--- config.mk ---
export PLATFORM = sky130hd
export DESIGN_NAME = multi_source_recovery_manager_flat
export DESIGN_NICKNAME = d
export VERILOG_FILES = /design/src/rtl/multi_source_recovery_manager_if.sv /design/src/rtl/multi_source_recovery_manager.sv /design/src/flat_wrapper.sv
export SDC_FILE = /design/constraint.sdc
export NUM_CORES = 1
export LEC_CHECK = 0
export ABC_CLOCK_PERIOD_IN_PS = 6500
export CAP_MARGIN = 20
export CORE_ASPECT_RATIO = 0.9
export CORE_MARGIN = 4
export CORE_UTILIZATION = 35
export DETAILED_ROUTE_END_ITERATION = 7
export HOLD_SLACK_MARGIN = 0.02
export PLACE_DENSITY_LB_ADDON = 0.15
export SLEW_MARGIN = 15
export SYNTH_ARGS = -nofsm -noshare
export SYNTH_HDL_FRONTEND = slang
export SYNTH_SLANG_ARGS = --single-unit
--- constraint.sdc ---
create_clock -name clk -period 6.5 [get_ports clk]
set_input_delay 1.3 -clock clk [delete_from_list [all_inputs] [get_ports clk]]
set_output_delay 1.3 -clock clk [all_outputs]
set_load 0.05 [all_outputs]
--- src/rtl/multi_source_recovery_manager_if.sv ---
// Request/broadcast bundle between the flush sources, the pipeline and the recovery manager.
// The master side raises requests and consumes the recovery broadcast; the manager is the slave.
interface multi_source_recovery_manager_if #(
  parameter int NUM_SRC        = 2,
  parameter int AL_INDEX_WIDTH = 6,
  parameter int PC_WIDTH       = 32,
  parameter int HIST_WIDTH     = 10,
  parameter int NUM_BUSY       = 2,
  parameter int CNT_WIDTH      = 16
);
  localparam int SRC_W = (NUM_SRC > 1) ? $clog2(NUM_SRC) : 1;

  logic [NUM_SRC-1:0]                req_valid;
  logic [2*NUM_SRC-1:0]              req_type;
  logic [PC_WIDTH*NUM_SRC-1:0]       req_pc;
  logic [AL_INDEX_WIDTH*NUM_SRC-1:0] req_op_ptr;
  logic [AL_INDEX_WIDTH*NUM_SRC-1:0] req_flush_tail;
  logic [HIST_WIDTH*NUM_SRC-1:0]     req_hist;
  logic [AL_INDEX_WIDTH-1:0]         al_head_ptr;
  logic [PC_WIDTH-1:0]               csr_target_pc;
  logic [NUM_BUSY-1:0]               busy;

  logic [1:0]                        phase;
  logic                              to_recovery_phase;
  logic                              to_commit_phase;
  logic                              flush_upper;
  logic                              csr_trigger;
  logic [PC_WIDTH-1:0]               recovered_pc;
  logic [HIST_WIDTH-1:0]             recovered_hist;
  logic [AL_INDEX_WIDTH-1:0]         flush_head_ptr;
  logic [AL_INDEX_WIDTH-1:0]         flush_tail_ptr;
  logic [SRC_W-1:0]                  recovery_src;
  logic                              unable_to_start;
  logic [CNT_WIDTH-1:0]              cnt_type0;
  logic [CNT_WIDTH-1:0]              cnt_type1;
  logic [CNT_WIDTH-1:0]              cnt_type2;
  logic [CNT_WIDTH-1:0]              cnt_type3;
  logic [CNT_WIDTH-1:0]              cnt_dropped;

  modport master (
    output req_valid, req_type, req_pc, req_op_ptr, req_flush_tail, req_hist,
           al_head_ptr, csr_target_pc, busy,
    input  phase, to_recovery_phase, to_commit_phase, flush_upper, csr_trigger,
           recovered_pc, recovered_hist, flush_head_ptr, flush_tail_ptr, recovery_src,
           unable_to_start, cnt_type0, cnt_type1, cnt_type2, cnt_type3, cnt_dropped
  );

  modport slave (
    input  req_valid, req_type, req_pc, req_op_ptr, req_flush_tail, req_hist,
           al_head_ptr, csr_target_pc, busy,
    output phase, to_recovery_phase, to_commit_phase, flush_upper, csr_trigger,
           recovered_pc, recovered_hist, flush_head_ptr, flush_tail_ptr, recovery_src,
           unable_to_start, cnt_type0, cnt_type1, cnt_type2, cnt_type3, cnt_dropped
  );
endinterface

--- src/rtl/multi_source_recovery_manager.sv ---
// Oldest-first arbitration of pipeline flush requests, phased recovery sequencing with busy drain,
// and saturating per-refetch-type event counters. A small checker module carries the assertions.
module multi_source_recovery_manager_chk #(
  parameter int RECOVER_PHASES = 2
) (
  input logic       clk,
  input logic       rst,
  input logic       toCommitPhase,
  input logic       accept,
  input logic [1:0] phase
);
  // Accepting and returning to commit are mutually exclusive; the middle phase needs >2 phases.
  assert property (@(posedge clk) disable iff (rst) !(toCommitPhase && accept));
  assert property (@(posedge clk) disable iff (rst) !((RECOVER_PHASES == 2) && (phase == 2'd2)));
endmodule

module multi_source_recovery_manager #(
  parameter int NUM_SRC        = 2,
  parameter int AL_INDEX_WIDTH = 6,
  parameter int PC_WIDTH       = 32,
  parameter int HIST_WIDTH     = 10,
  parameter int NUM_BUSY       = 2,
  parameter int RECOVER_PHASES = 2,
  parameter int CNT_WIDTH      = 16,
  parameter int INSN_BYTES     = 4
) (
  input logic clk,
  input logic rst,
  multi_source_recovery_manager_if.slave bus
);
  localparam int SRC_W = (NUM_SRC > 1) ? $clog2(NUM_SRC) : 1;
  localparam int K_W   = (RECOVER_PHASES > 2) ? $clog2(RECOVER_PHASES) : 1;
  localparam logic [K_W-1:0] K_LAST = K_W'(RECOVER_PHASES - 2);

  typedef enum logic [1:0] {
    COMMIT      = 2'd0,
    RECOVER_0   = 2'd1,
    RECOVER_MID = 2'd2,
    DRAIN       = 2'd3
  } phase_e;

  function automatic logic [CNT_WIDTH-1:0] satAdd(input logic [CNT_WIDTH-1:0] a,
                                                  input logic [CNT_WIDTH-1:0] b);
    logic [CNT_WIDTH:0] sum;
    sum = {1'b0, a} + {1'b0, b};
    satAdd = sum[CNT_WIDTH] ? {CNT_WIDTH{1'b1}} : sum[CNT_WIDTH-1:0];
  endfunction

  phase_e                    curState_r, nextState_s;
  logic [K_W-1:0]            k_r, nextK_s;
  logic [1:0]                latchedType_r;
  logic [PC_WIDTH-1:0]       latchedPc_r;
  logic [HIST_WIDTH-1:0]     latchedHist_r;
  logic [AL_INDEX_WIDTH-1:0] flushHead_r, flushTail_r;
  logic [SRC_W-1:0]          latchedSrc_r;
  logic [CNT_WIDTH-1:0]      cntType_r [4];
  logic [CNT_WIDTH-1:0]      cntDropped_r;

  logic                      winFound_s, take_s, accept_s, unable_s, toRecovery_s, toCommit_s;
  logic [SRC_W-1:0]          winIdx_s;
  logic [AL_INDEX_WIDTH-1:0] winAge_s, age_s, winPtr_s, winTail_s, winHead_s;
  logic [1:0]                winType_s;
  logic [PC_WIDTH-1:0]       winPc_s, recPc_s;
  logic [HIST_WIDTH-1:0]     winHist_s;
  logic [CNT_WIDTH-1:0]      validCnt_s, dropInc_s;

  // Oldest-op arbitration: strict less-than keeps the lowest index on equal ages.
  always_comb begin
    winFound_s = 1'b0;
    winIdx_s   = '0;
    winAge_s   = '0;
    winType_s  = 2'd0;
    winPc_s    = '0;
    winPtr_s   = '0;
    winTail_s  = '0;
    winHist_s  = '0;
    validCnt_s = '0;
    age_s      = '0;
    take_s     = 1'b0;
    for (int i = 0; i < NUM_SRC; i++) begin
      age_s      = bus.req_op_ptr[i*AL_INDEX_WIDTH +: AL_INDEX_WIDTH] - bus.al_head_ptr;
      take_s     = bus.req_valid[i] && (!winFound_s || (age_s < winAge_s));
      validCnt_s = bus.req_valid[i] ? validCnt_s + CNT_WIDTH'(1) : validCnt_s;
      winIdx_s   = take_s ? SRC_W'(i) : winIdx_s;
      winAge_s   = take_s ? age_s : winAge_s;
      winType_s  = take_s ? bus.req_type[i*2 +: 2] : winType_s;
      winPc_s    = take_s ? bus.req_pc[i*PC_WIDTH +: PC_WIDTH] : winPc_s;
      winPtr_s   = take_s ? bus.req_op_ptr[i*AL_INDEX_WIDTH +: AL_INDEX_WIDTH] : winPtr_s;
      winTail_s  = take_s ? bus.req_flush_tail[i*AL_INDEX_WIDTH +: AL_INDEX_WIDTH] : winTail_s;
      winHist_s  = take_s ? bus.req_hist[i*HIST_WIDTH +: HIST_WIDTH] : winHist_s;
      winFound_s = winFound_s || take_s;
    end
    unable_s  = (curState_r != COMMIT) || (|bus.busy);
    accept_s  = winFound_s && !unable_s;
    dropInc_s = validCnt_s - (accept_s ? CNT_WIDTH'(1) : {CNT_WIDTH{1'b0}});
    // Next-PC and branch-target refetches keep the faulting op itself, so flushing starts after it.
    winHead_s = ((winType_s == 2'd1) || (winType_s == 2'd2)) ?
                winPtr_s + AL_INDEX_WIDTH'(1) : winPtr_s;
  end

  // Phase sequencing: RECOVER_0, optional middle sub-phases, then drain until busy clears.
  always_comb begin
    nextState_s = curState_r;
    nextK_s     = k_r;
    case (curState_r)
      COMMIT: begin
        nextState_s = accept_s ? RECOVER_0 : COMMIT;
      end
      RECOVER_0: begin
        if (RECOVER_PHASES > 2) begin
          nextState_s = RECOVER_MID;
          nextK_s     = K_W'(1);
        end else begin
          nextState_s = DRAIN;
          nextK_s     = '0;
        end
      end
      RECOVER_MID: begin
        if (k_r >= K_LAST) begin
          nextState_s = DRAIN;
          nextK_s     = '0;
        end else begin
          nextState_s = RECOVER_MID;
          nextK_s     = k_r + K_W'(1);
        end
      end
      DRAIN: begin
        nextState_s = (|bus.busy) ? DRAIN : COMMIT;
      end
      default: begin
        nextState_s = COMMIT;
        nextK_s     = '0;
      end
    endcase
  end

  // State register plus recovery context captured on accept.
  always_ff @(posedge clk or posedge rst) begin
    if (rst) begin
      curState_r    <= COMMIT;
      k_r           <= '0;
      latchedType_r <= 2'd0;
      latchedPc_r   <= '0;
      latchedHist_r <= '0;
      flushHead_r   <= '0;
      flushTail_r   <= '0;
      latchedSrc_r  <= '0;
    end else begin
      curState_r <= nextState_s;
      k_r        <= nextK_s;
      if (accept_s) begin
        latchedType_r <= winType_s;
        latchedPc_r   <= winPc_s;
        latchedHist_r <= winHist_s;
        flushHead_r   <= winHead_s;
        flushTail_r   <= winTail_s;
        latchedSrc_r  <= winIdx_s;
      end
    end
  end

  // Saturating event counters: one per refetch type, plus dropped requests.
  always_ff @(posedge clk or posedge rst) begin
    if (rst) begin
      for (int i = 0; i < 4; i++) begin
        cntType_r[i] <= '0;
      end
      cntDropped_r <= '0;
    end else begin
      cntDropped_r <= satAdd(cntDropped_r, dropInc_s);
      if (curState_r == RECOVER_0) begin
        cntType_r[latchedType_r] <= satAdd(cntType_r[latchedType_r], CNT_WIDTH'(1));
      end
    end
  end

  // Recovered PC is only meaningful in RECOVER_0; the CSR target is taken live that cycle.
  always_comb begin
    toRecovery_s = (curState_r == RECOVER_0);
    toCommit_s   = (curState_r == DRAIN) && !(|bus.busy);
    case (latchedType_r)
      2'd1:    recPc_s = latchedPc_r + PC_WIDTH'(INSN_BYTES);
      2'd3:    recPc_s = bus.csr_target_pc;
      default: recPc_s = latchedPc_r;
    endcase
    if (!toRecovery_s) begin
      recPc_s = '0;
    end else begin
      recPc_s = recPc_s;
    end
  end

  assign bus.phase             = curState_r;
  assign bus.to_recovery_phase = toRecovery_s;
  assign bus.to_commit_phase   = toCommit_s;
  assign bus.flush_upper       = toRecovery_s;
  assign bus.csr_trigger       = toRecovery_s && (latchedType_r == 2'd3);
  assign bus.recovered_pc      = recPc_s;
  assign bus.recovered_hist    = latchedHist_r;
  assign bus.flush_head_ptr    = flushHead_r;
  assign bus.flush_tail_ptr    = flushTail_r;
  assign bus.recovery_src      = latchedSrc_r;
  assign bus.unable_to_start   = unable_s;
  assign bus.cnt_type0         = cntType_r[0];
  assign bus.cnt_type1         = cntType_r[1];
  assign bus.cnt_type2         = cntType_r[2];
  assign bus.cnt_type3         = cntType_r[3];
  assign bus.cnt_dropped       = cntDropped_r;

  multi_source_recovery_manager_chk #(.RECOVER_PHASES(RECOVER_PHASES)) u_chk (
    .clk           (clk),
    .rst           (rst),
    .toCommitPhase (toCommit_s),
    .accept        (accept_s),
    .phase         (curState_r)
  );
endmodule
--- src/flat_wrapper.sv ---
// flat-port wrapper written by rule: the top's interface ports become plain ports
module multi_source_recovery_manager_flat 
#(
  parameter int NUM_SRC        = 2,
  parameter int AL_INDEX_WIDTH = 6,
  parameter int PC_WIDTH       = 32,
  parameter int HIST_WIDTH     = 10,
  parameter int NUM_BUSY       = 2,
  parameter int RECOVER_PHASES = 2,
  parameter int CNT_WIDTH      = 16,
  parameter int INSN_BYTES     = 4
)
  (clk, rst, bus_req_valid, bus_req_type, bus_req_pc, bus_req_op_ptr, bus_req_flush_tail, bus_req_hist, bus_al_head_ptr, bus_csr_target_pc, bus_busy, bus_phase, bus_to_recovery_phase, bus_to_commit_phase, bus_flush_upper, bus_csr_trigger, bus_recovered_pc, bus_recovered_hist, bus_flush_head_ptr, bus_flush_tail_ptr, bus_recovery_src, bus_unable_to_start, bus_cnt_type0, bus_cnt_type1, bus_cnt_type2, bus_cnt_type3, bus_cnt_dropped);
  multi_source_recovery_manager_if #(.NUM_SRC(NUM_SRC), .AL_INDEX_WIDTH(AL_INDEX_WIDTH), .PC_WIDTH(PC_WIDTH), .HIST_WIDTH(HIST_WIDTH), .NUM_BUSY(NUM_BUSY), .CNT_WIDTH(CNT_WIDTH)) bus_i ();
  input logic clk;
  input logic rst;
  input wire logic [$bits(bus_i.req_valid)-1:0] bus_req_valid;
  input wire logic [$bits(bus_i.req_type)-1:0] bus_req_type;
  input wire logic [$bits(bus_i.req_pc)-1:0] bus_req_pc;
  input wire logic [$bits(bus_i.req_op_ptr)-1:0] bus_req_op_ptr;
  input wire logic [$bits(bus_i.req_flush_tail)-1:0] bus_req_flush_tail;
  input wire logic [$bits(bus_i.req_hist)-1:0] bus_req_hist;
  input wire logic [$bits(bus_i.al_head_ptr)-1:0] bus_al_head_ptr;
  input wire logic [$bits(bus_i.csr_target_pc)-1:0] bus_csr_target_pc;
  input wire logic [$bits(bus_i.busy)-1:0] bus_busy;
  output wire logic [$bits(bus_i.phase)-1:0] bus_phase;
  output wire logic [$bits(bus_i.to_recovery_phase)-1:0] bus_to_recovery_phase;
  output wire logic [$bits(bus_i.to_commit_phase)-1:0] bus_to_commit_phase;
  output wire logic [$bits(bus_i.flush_upper)-1:0] bus_flush_upper;
  output wire logic [$bits(bus_i.csr_trigger)-1:0] bus_csr_trigger;
  output wire logic [$bits(bus_i.recovered_pc)-1:0] bus_recovered_pc;
  output wire logic [$bits(bus_i.recovered_hist)-1:0] bus_recovered_hist;
  output wire logic [$bits(bus_i.flush_head_ptr)-1:0] bus_flush_head_ptr;
  output wire logic [$bits(bus_i.flush_tail_ptr)-1:0] bus_flush_tail_ptr;
  output wire logic [$bits(bus_i.recovery_src)-1:0] bus_recovery_src;
  output wire logic [$bits(bus_i.unable_to_start)-1:0] bus_unable_to_start;
  output wire logic [$bits(bus_i.cnt_type0)-1:0] bus_cnt_type0;
  output wire logic [$bits(bus_i.cnt_type1)-1:0] bus_cnt_type1;
  output wire logic [$bits(bus_i.cnt_type2)-1:0] bus_cnt_type2;
  output wire logic [$bits(bus_i.cnt_type3)-1:0] bus_cnt_type3;
  output wire logic [$bits(bus_i.cnt_dropped)-1:0] bus_cnt_dropped;
  assign bus_i.req_valid = bus_req_valid;
  assign bus_i.req_type = bus_req_type;
  assign bus_i.req_pc = bus_req_pc;
  assign bus_i.req_op_ptr = bus_req_op_ptr;
  assign bus_i.req_flush_tail = bus_req_flush_tail;
  assign bus_i.req_hist = bus_req_hist;
  assign bus_i.al_head_ptr = bus_al_head_ptr;
  assign bus_i.csr_target_pc = bus_csr_target_pc;
  assign bus_i.busy = bus_busy;
  assign bus_phase = bus_i.phase;
  assign bus_to_recovery_phase = bus_i.to_recovery_phase;
  assign bus_to_commit_phase = bus_i.to_commit_phase;
  assign bus_flush_upper = bus_i.flush_upper;
  assign bus_csr_trigger = bus_i.csr_trigger;
  assign bus_recovered_pc = bus_i.recovered_pc;
  assign bus_recovered_hist = bus_i.recovered_hist;
  assign bus_flush_head_ptr = bus_i.flush_head_ptr;
  assign bus_flush_tail_ptr = bus_i.flush_tail_ptr;
  assign bus_recovery_src = bus_i.recovery_src;
  assign bus_unable_to_start = bus_i.unable_to_start;
  assign bus_cnt_type0 = bus_i.cnt_type0;
  assign bus_cnt_type1 = bus_i.cnt_type1;
  assign bus_cnt_type2 = bus_i.cnt_type2;
  assign bus_cnt_type3 = bus_i.cnt_type3;
  assign bus_cnt_dropped = bus_i.cnt_dropped;
  multi_source_recovery_manager #(.NUM_SRC(NUM_SRC), .AL_INDEX_WIDTH(AL_INDEX_WIDTH), .PC_WIDTH(PC_WIDTH), .HIST_WIDTH(HIST_WIDTH), .NUM_BUSY(NUM_BUSY), .RECOVER_PHASES(RECOVER_PHASES), .CNT_WIDTH(CNT_WIDTH), .INSN_BYTES(INSN_BYTES)) u_core (.clk(clk), .rst(rst), .bus(bus_i));
endmodule
### After elaboration in Yosys (flattened, before gate mapping)

Index checks and enable logic that the tools add are counted.

* add/subtract/negate cells: 9
* order comparisons: 4
* equality and inequality tests: 7
* muxes and demuxes: 32
* bitwise gates (word level): 1
* reductions and logical operators: 16

Operators by type and width (count)
* 16-bit 2-to-1 mux: 6
* 32-bit 2-to-1 mux: 3
* 64-bit bitwise mux: 1
* 32-bit case mux with 2 select lines: 1
* 6-bit 2-to-1 mux: 6
* 32-bit by 3-bit adder with 32-bit output, second input constant: 1
* 16-bit binary-select mux with 2-bit select: 1
* 16-bit demux with 2-bit select: 1
* 10-bit 2-to-1 mux: 2
* 16-bit by 1-bit adder with 17-bit output, second input constant: 1
* 16-bit by 16-bit adder with 17-bit output: 1
* 16-bit by 1-bit adder with 16-bit output, second input constant: 1
* 16-bit subtractor: 1
* 6-bit subtractor: 2
* 2-bit == test, second input constant: 4
* 2-bit case mux with 4 select lines: 1
* 6-bit by 1-bit adder with 6-bit output, second input constant: 1
* 2-bit by 1-bit == test with 1-bit output, second input constant: 3
* 6-bit < comparator: 1
* 1-bit 2-to-1 mux: 6
* 2-bit 2-to-1 mux: 3
* 1-bit logical AND: 5
* 1-bit logical OR: 4
* 2-bit nonzero test: 2
* 9 further kinds: 11

* register bits after elaboration: 140
* input port bits: 156
* output and inout port bits: 142

### Longest topological paths before layout

* depth after elaboration: 11
* gate-level depth with buffers: 19
* depth with buffers taken out: 17

### Worst setup path before layout

OpenSTA, ideal clock, no wires.

* path kind: input to register
* start: in bus_busy[1]
* end: reg u_core.cntDropped_r[10] (netlist: u_core.bus.cnt_dropped[10])
* setup time: 134 ps
* arrival time: 5024 ps
* required time: 6366 ps
* slack: 1342 ps
* cell stages on the path: 17
* cell sequence: nor2_1 nand2_1 or2_2 clkbuf_1 inv_2 clkbuf_1 ha_1 ha_1 ha_1 a21o_1 a21oi_1 o21ai_0 nand4_1 a21boi_0 a31oi_1 clkbuf_1 nand2_1

* word-level cells in the longest chain between the ends: 8

Ends and longest elaborated chain
* start, declared: line flat_wrapper.sv:25 `input wire logic [$bits(bus_i.busy)-1:0] bus_busy;`
* 2-bit OR reduction: line multi_source_recovery_manager.sv:93 `unable_s = (curState_r != COMMIT) || (|bus.busy);`
* 1-bit logical OR: line multi_source_recovery_manager.sv:93
* net bus_unable_to_start: line flat_wrapper.sv:36 `output wire logic [$bits(bus_i.unable_to_start)-1:0] bus_unable_to_start;`
* 1-bit logical NOT: line multi_source_recovery_manager.sv:94 `accept_s = winFound_s && !unable_s;`
* 1-bit logical AND: line multi_source_recovery_manager.sv:94
* net u_core.accept_s: line multi_source_recovery_manager.sv:59 `logic winFound_s, take_s, accept_s, unable_s, toRecovery_s, toCommit_s;`
* 1-bit 2-to-1 mux: line multi_source_recovery_manager.sv:95 `dropInc_s = validCnt_s - (accept_s ? CNT_WIDTH'(1) : {CNT_WIDTH{1'b0}});`
* 16-bit subtractor: line multi_source_recovery_manager.sv:95
* 16-bit by 16-bit adder with 17-bit output: line multi_source_recovery_manager.sv:45 `sum = {1'b0, a} + {1'b0, b};`
* 16-bit 2-to-1 mux: line multi_source_recovery_manager.sv:46 `satAdd = sum[CNT_WIDTH] ? {CNT_WIDTH{1'b1}} : sum[CNT_WIDTH-1:0];`
* end signal, assigned: line multi_source_recovery_manager.sv:170 `cntDropped_r <= satAdd(cntDropped_r, dropInc_s);`
* end, declared: line multi_source_recovery_manager.sv:57 `logic [CNT_WIDTH-1:0] cntDropped_r;`

The timed path passes the listed nets, and every way through them passes these cells.
A chain may end at the register's enable or synchronous reset.

### Worst setup path in the final report

* start: in bus_req_valid[1]
* end: reg u_core.cntDropped_r[9] (netlist: u_core.bus.cnt_dropped[9])

* word-level cells in the longest chain between the ends: 7
* elaborated cells on any way between the ends: 8
* those cells by class: 2 x add/sub; 3 x mux; 3 x reduce/logical

Ends and longest elaborated chain
* start, declared: line flat_wrapper.sv:17 `input wire logic [$bits(bus_i.req_valid)-1:0] bus_req_valid;`
* 1-bit logical AND: line multi_source_recovery_manager.sv:82 `take_s = bus.req_valid[i] && (!winFound_s || (age_s < winAge_s));`
* 1-bit logical OR: line multi_source_recovery_manager.sv:91 `winFound_s = winFound_s || take_s;`
* 1-bit logical AND: line multi_source_recovery_manager.sv:94
* 1-bit 2-to-1 mux: line multi_source_recovery_manager.sv:95
* 16-bit subtractor *: line multi_source_recovery_manager.sv:95
* 16-bit by 16-bit adder with 17-bit output *: line multi_source_recovery_manager.sv:45
* 16-bit 2-to-1 mux *: line multi_source_recovery_manager.sv:46

Every way passes the cells marked *; elsewhere a longest branch is shown, timed or not.

==> impl_metrics.yaml <==
detailed_routing:
  route.detailed.drc: 14
  vias_per_cell: 5.169
  initialDrtViolationCount: 662
  detailed_router_iteration_count_before_antenna_repair: 8
  num_vias: 8772
  detail_route.wl_per_cell_um: 17.77
  wl_um: 30150
  drtAntennaViolNets: 0
timing:
  setup-violations-final: 0
  report.final.slew_viol_count: 0
  period_needed_ps: 5030
  finClkSkew_ps: 18.30
  max_slew.worst_pin.slew_ps: 1072
  setup-tns-final_ps: 0
  period_share_pct: 77.38
  max_freq_mhz: 198.8
  maxSlewHeadroom_pct: 28.56
  rsz0062_at_grt: "false"
  report.final.hold_viol_count: 0
grt:
  groute.layer.met1.usage_pct: 28.98
  met2_use_gr_pct: 32.26
  gr-total-overflow: 0
  groute.usage.overall_pct: 20.53
  grt_max_degree: 99
  first_global_vias: 8371
  global_route.peak_usage_layer: "met2"
  grt_antenna_before_repair: 1
  use_met3_pct: 4.142
  wire_length_of_the_first_global_routing_pass_um: 47060
run:
  cap_viol_max_count: 0
pwr:
  post-layout-total-power_mw: 5.365
  leakagePower_nw: 5.291
  power-per-cell-area_nw_per_um2: 416.6
  ir_drop_mv: 0.2445
cts:
  cts_tree: "built"
  clock_path_buffers: 2
  number_of_clock_sinks: 139
  clk_root_buffer_cell: "sky130_fd_sc_hd__clkbuf_16"
  cts.reportedPaths.clkPinSlew_ps: 70
  cts_hold_buffers: 0
  postcts_resize_cnt: 0
  post-cts-setup-buffer-count: 0
  h-tree-depth: 4
  worstSkewPairLatency_ps: 430
  cts_buffers: 17
floorplan:
  design.core.area_um2: 25390
  floorplan.io_pins: 298
  rows: 55
  floorplan.initialDensity_pct: 35.94
  floorplan.die_area_um2: 28730
  y_dimension_of_the_die_um: 161.2
  chipWidth_um: 178.2
place:
  post_dp_cell_area_um2: 12260
  globalplace.congestion: 0.8558
  place.detailed.hpwl_um: 21950
  portBuffers: 297
critical_path:
  crit-reg2reg-launch: "u_core.bus.phase[1]$_DFF_PP0_"
  r2r.worst_path.cells: 16
  cp_max_fo: 19
  worst-setup-path-type: "input pin to flop"
  setup.worst_path.start_class: "input pin"
  critical_path.reg2reg.endpoint: "u_core.bus.cnt_dropped[9]$_DFF_PP0_"
  regToRegSetupSlack_ps: 2380
  timing.critical_path.required_ps: 6790
  arrival_time_at_the_worst_endpoint_ps: 5320
  cp-end-kind: "flop"
logic_synthesis:
  async_set_reset_flop_share_out_of_synthesis_pct: 100.0
  syn_avg_cell_area_um2: 8.382
  netlist_top_cells_count: "195 x sky130_fd_sc_hd__nand2_1, 139 x sky130_fd_sc_hd__dfrtp_1, 99 x sky130_fd_sc_hd__nor2_1"
  synth_cell_types: 72
  synth.yosys.seq_area_share_pct: 38.11
  yosysTopAreaCell: "sky130_fd_sc_hd__dfrtp_1"
  synthTopCellsByArea: "sky130_fd_sc_hd__dfrtp_1 38%, sky130_fd_sc_hd__nand2_1 8.0%, sky130_fd_sc_hd__ha_1 5.5%, sky130_fd_sc_hd__nand3_1 4.4%, sky130_fd_sc_hd__nor2_1 4.1%"
  yosys_warnings: 0
  synthCells: 1089
  synth_enable_flop_cells: 0
  ys_dominant_reg_cell: "sky130_fd_sc_hd__dfrtp_1"
  synth_nets: 1288
  yosys.area.top_type_share_pct: 38.11
  synth_most_common_cell: "sky130_fd_sc_hd__nand2_1"
  synth-seq-cells: 139
  mappedNetlistArea_um2: 9128
finish:
  postLayoutCellArea_um2: 12880
  nets: 1540
  synthesis_to_layout_area_growth_pct: 41.08
  post_route_cells_drive_above_1_share_pct: 7.090
hold_path:
  min_to: "u_core.bus.recovery_src$_DFFE_PP0P_"
  worstHoldPathType: "flop to flop"
  hold_path.startpoint: "u_core.bus.recovery_src$_DFFE_PP0P_"
  worst_hold_path.num_cells: 2
status:
  result_of_the_run: "finished with violations"
  failed_checks: "design-rule violations"
-- cell usage in the layout (no fill, tap or decap), types with 5 or more instances in the layout --
| cell type | count |
|---|---|
| sky130_fd_sc_hd__nand3_1 | 80 |
| sky130_fd_sc_hd__nand2_1 | 195 |
| sky130_fd_sc_hd__buf_4 | 11 |
| sky130_fd_sc_hd__clkbuf_16 | 17 |
| sky130_fd_sc_hd__inv_6 | 5 |
| sky130_fd_sc_hd__or3_1 | 5 |
| sky130_fd_sc_hd__dfrtp_1 | 137 |
| sky130_fd_sc_hd__o21ai_0 | 74 |
| sky130_fd_sc_hd__a22oi_1 | 16 |
| sky130_fd_sc_hd__inv_8 | 7 |
| sky130_fd_sc_hd__nand2b_1 | 6 |
| sky130_fd_sc_hd__o31ai_1 | 11 |
| sky130_fd_sc_hd__ha_1 | 40 |
| sky130_fd_sc_hd__nor2_4 | 5 |
| sky130_fd_sc_hd__a21oi_1 | 38 |
| sky130_fd_sc_hd__inv_1 | 31 |
| sky130_fd_sc_hd__o21ai_1 | 32 |
| sky130_fd_sc_hd__xnor2_1 | 23 |
| sky130_fd_sc_hd__o211ai_1 | 5 |
| sky130_fd_sc_hd__clkdlybuf4s50_1 | 296 |
| sky130_fd_sc_hd__and2_1 | 5 |
| sky130_fd_sc_hd__a31oi_1 | 58 |
| sky130_fd_sc_hd__xor2_1 | 11 |
| sky130_fd_sc_hd__a21o_1 | 11 |
| sky130_fd_sc_hd__o21a_1 | 6 |
| sky130_fd_sc_hd__a211oi_1 | 8 |
| sky130_fd_sc_hd__mux4_2 | 15 |
| sky130_fd_sc_hd__nand4_1 | 6 |
| sky130_fd_sc_hd__nor2_1 | 99 |
| sky130_fd_sc_hd__and3_1 | 10 |
| sky130_fd_sc_hd__nor3_1 | 11 |
-- metrics by stage --
| stage | util (%) | instances | setup WS, ps | hold slack, ps |
|---|---|---|---|---|
| after global placement | 48.29 | 1663 | 1083 | 464.9 |
| final | 50.71 | 1697 | 1470 | 488.0 |
| after CTS | 50.64 | 1695 | 1465 | 496.4 |
| after floorplan | - | 1089 | 1342 | 518.8 |
| after global routing | 50.71 | 1697 | 1022 | 503.7 |
| after detailed placement | 48.29 | 1663 | 1021 | 474.5 |
-- how the worst max path moves through the flow --
stage	start	endpoint	slack [ps]
3_3_place_gp	bus_req_valid[1]	u_core.bus.cnt_dropped[9]$_DFF_PP0_	1080
6_report	bus_req_valid[1]	u_core.bus.cnt_dropped[9]$_DFF_PP0_	1470
5_1_grt	bus_req_valid[1]	u_core.bus.cnt_dropped[9]$_DFF_PP0_	1020
3_5_place_dp	bus_req_valid[1]	u_core.bus.cnt_dropped[9]$_DFF_PP0_	1020
2_1_floorplan	bus_busy[1]	u_core.bus.cnt_dropped[10]$_DFF_PP0_	1340
4_1_cts	bus_req_valid[1]	u_core.bus.cnt_dropped[9]$_DFF_PP0_	1460
-- report_power, final --
| group | internal (mW) | switching [mW] |
|---|---|---|
| Clock | 0.522 | 0.469 |
| Sequential | 1.13 | 0.304 |
| Combinational | 1.04 | 1.90 |
| Total | 2.69 | 2.67 |
-- logic make-up (layout without fill, tap and decap cells) --
family / count (synthesis) / in the layout / synth area share (%)
muxes: 22 / 22 / 4.702
buffers and inverters: 110 / 375 / 5.360
AOI/OAI and AO/OA: 289 / 289 / 19.37
DFF: 139 / 139 / 38.11
adders and majority gates: 43 / 43 / 6.141
and+or+nand+nor: 452 / 452 / 23.06
other: 0 / 1 / 0
xor gates and xnor gates: 34 / 34 / 3.262
-- cell type report --
class                   instances  area [µm²]
diodes                          1       2.502
clock buffers                  17       425.4
repair buffers                309        3065
well taps                     342       427.9
inverters                      34       132.6
clock inverters                15       171.4
fillers                      2441       12520
multi-input cells             840        5171
flip-flops and latches        139        3481
-- registers in the layout, indices dropped and copies added (netlist names), 10 cells and up --
| register | flops |
|---|---|
| u_core.bus.cnt_type0 | 16 |
| u_core.bus.cnt_dropped | 16 |
| u_core.bus.cnt_type2 | 16 |
| u_core.latchedPc_r | 32 |
| u_core.bus.cnt_type1 | 16 |
| u_core.bus.recovered_hist | 10 |
| u_core.bus.cnt_type3 | 16 |
-- metal layers --
layer,vias to the layer above,wire [µm],share of wire [%]
met5,-,0,0
met4,0,563,1.9
met3,31,1754,5.8
met2,243,13820,46
met1,4121,14010,46
li1,4377,-,-
-- critical path, stage by stage --
cell and delay (ps):
sky130_fd_sc_hd__clkdlybuf4s50_1 530, sky130_fd_sc_hd__inv_1 100, sky130_fd_sc_hd__ha_1 170, sky130_fd_sc_hd__or2_2 440, sky130_fd_sc_hd__inv_2 100, sky130_fd_sc_hd__ha_1 140
sky130_fd_sc_hd__ha_1 350, sky130_fd_sc_hd__ha_1 340, sky130_fd_sc_hd__a21o_1 190, sky130_fd_sc_hd__a21oi_1 250, sky130_fd_sc_hd__o21ai_0 160, sky130_fd_sc_hd__nand4_1 100
sky130_fd_sc_hd__a21boi_0 120, sky130_fd_sc_hd__a31oi_1 650, sky130_fd_sc_hd__buf_4 280, sky130_fd_sc_hd__o2111ai_1 100
(Power assumes the default switching activity.)
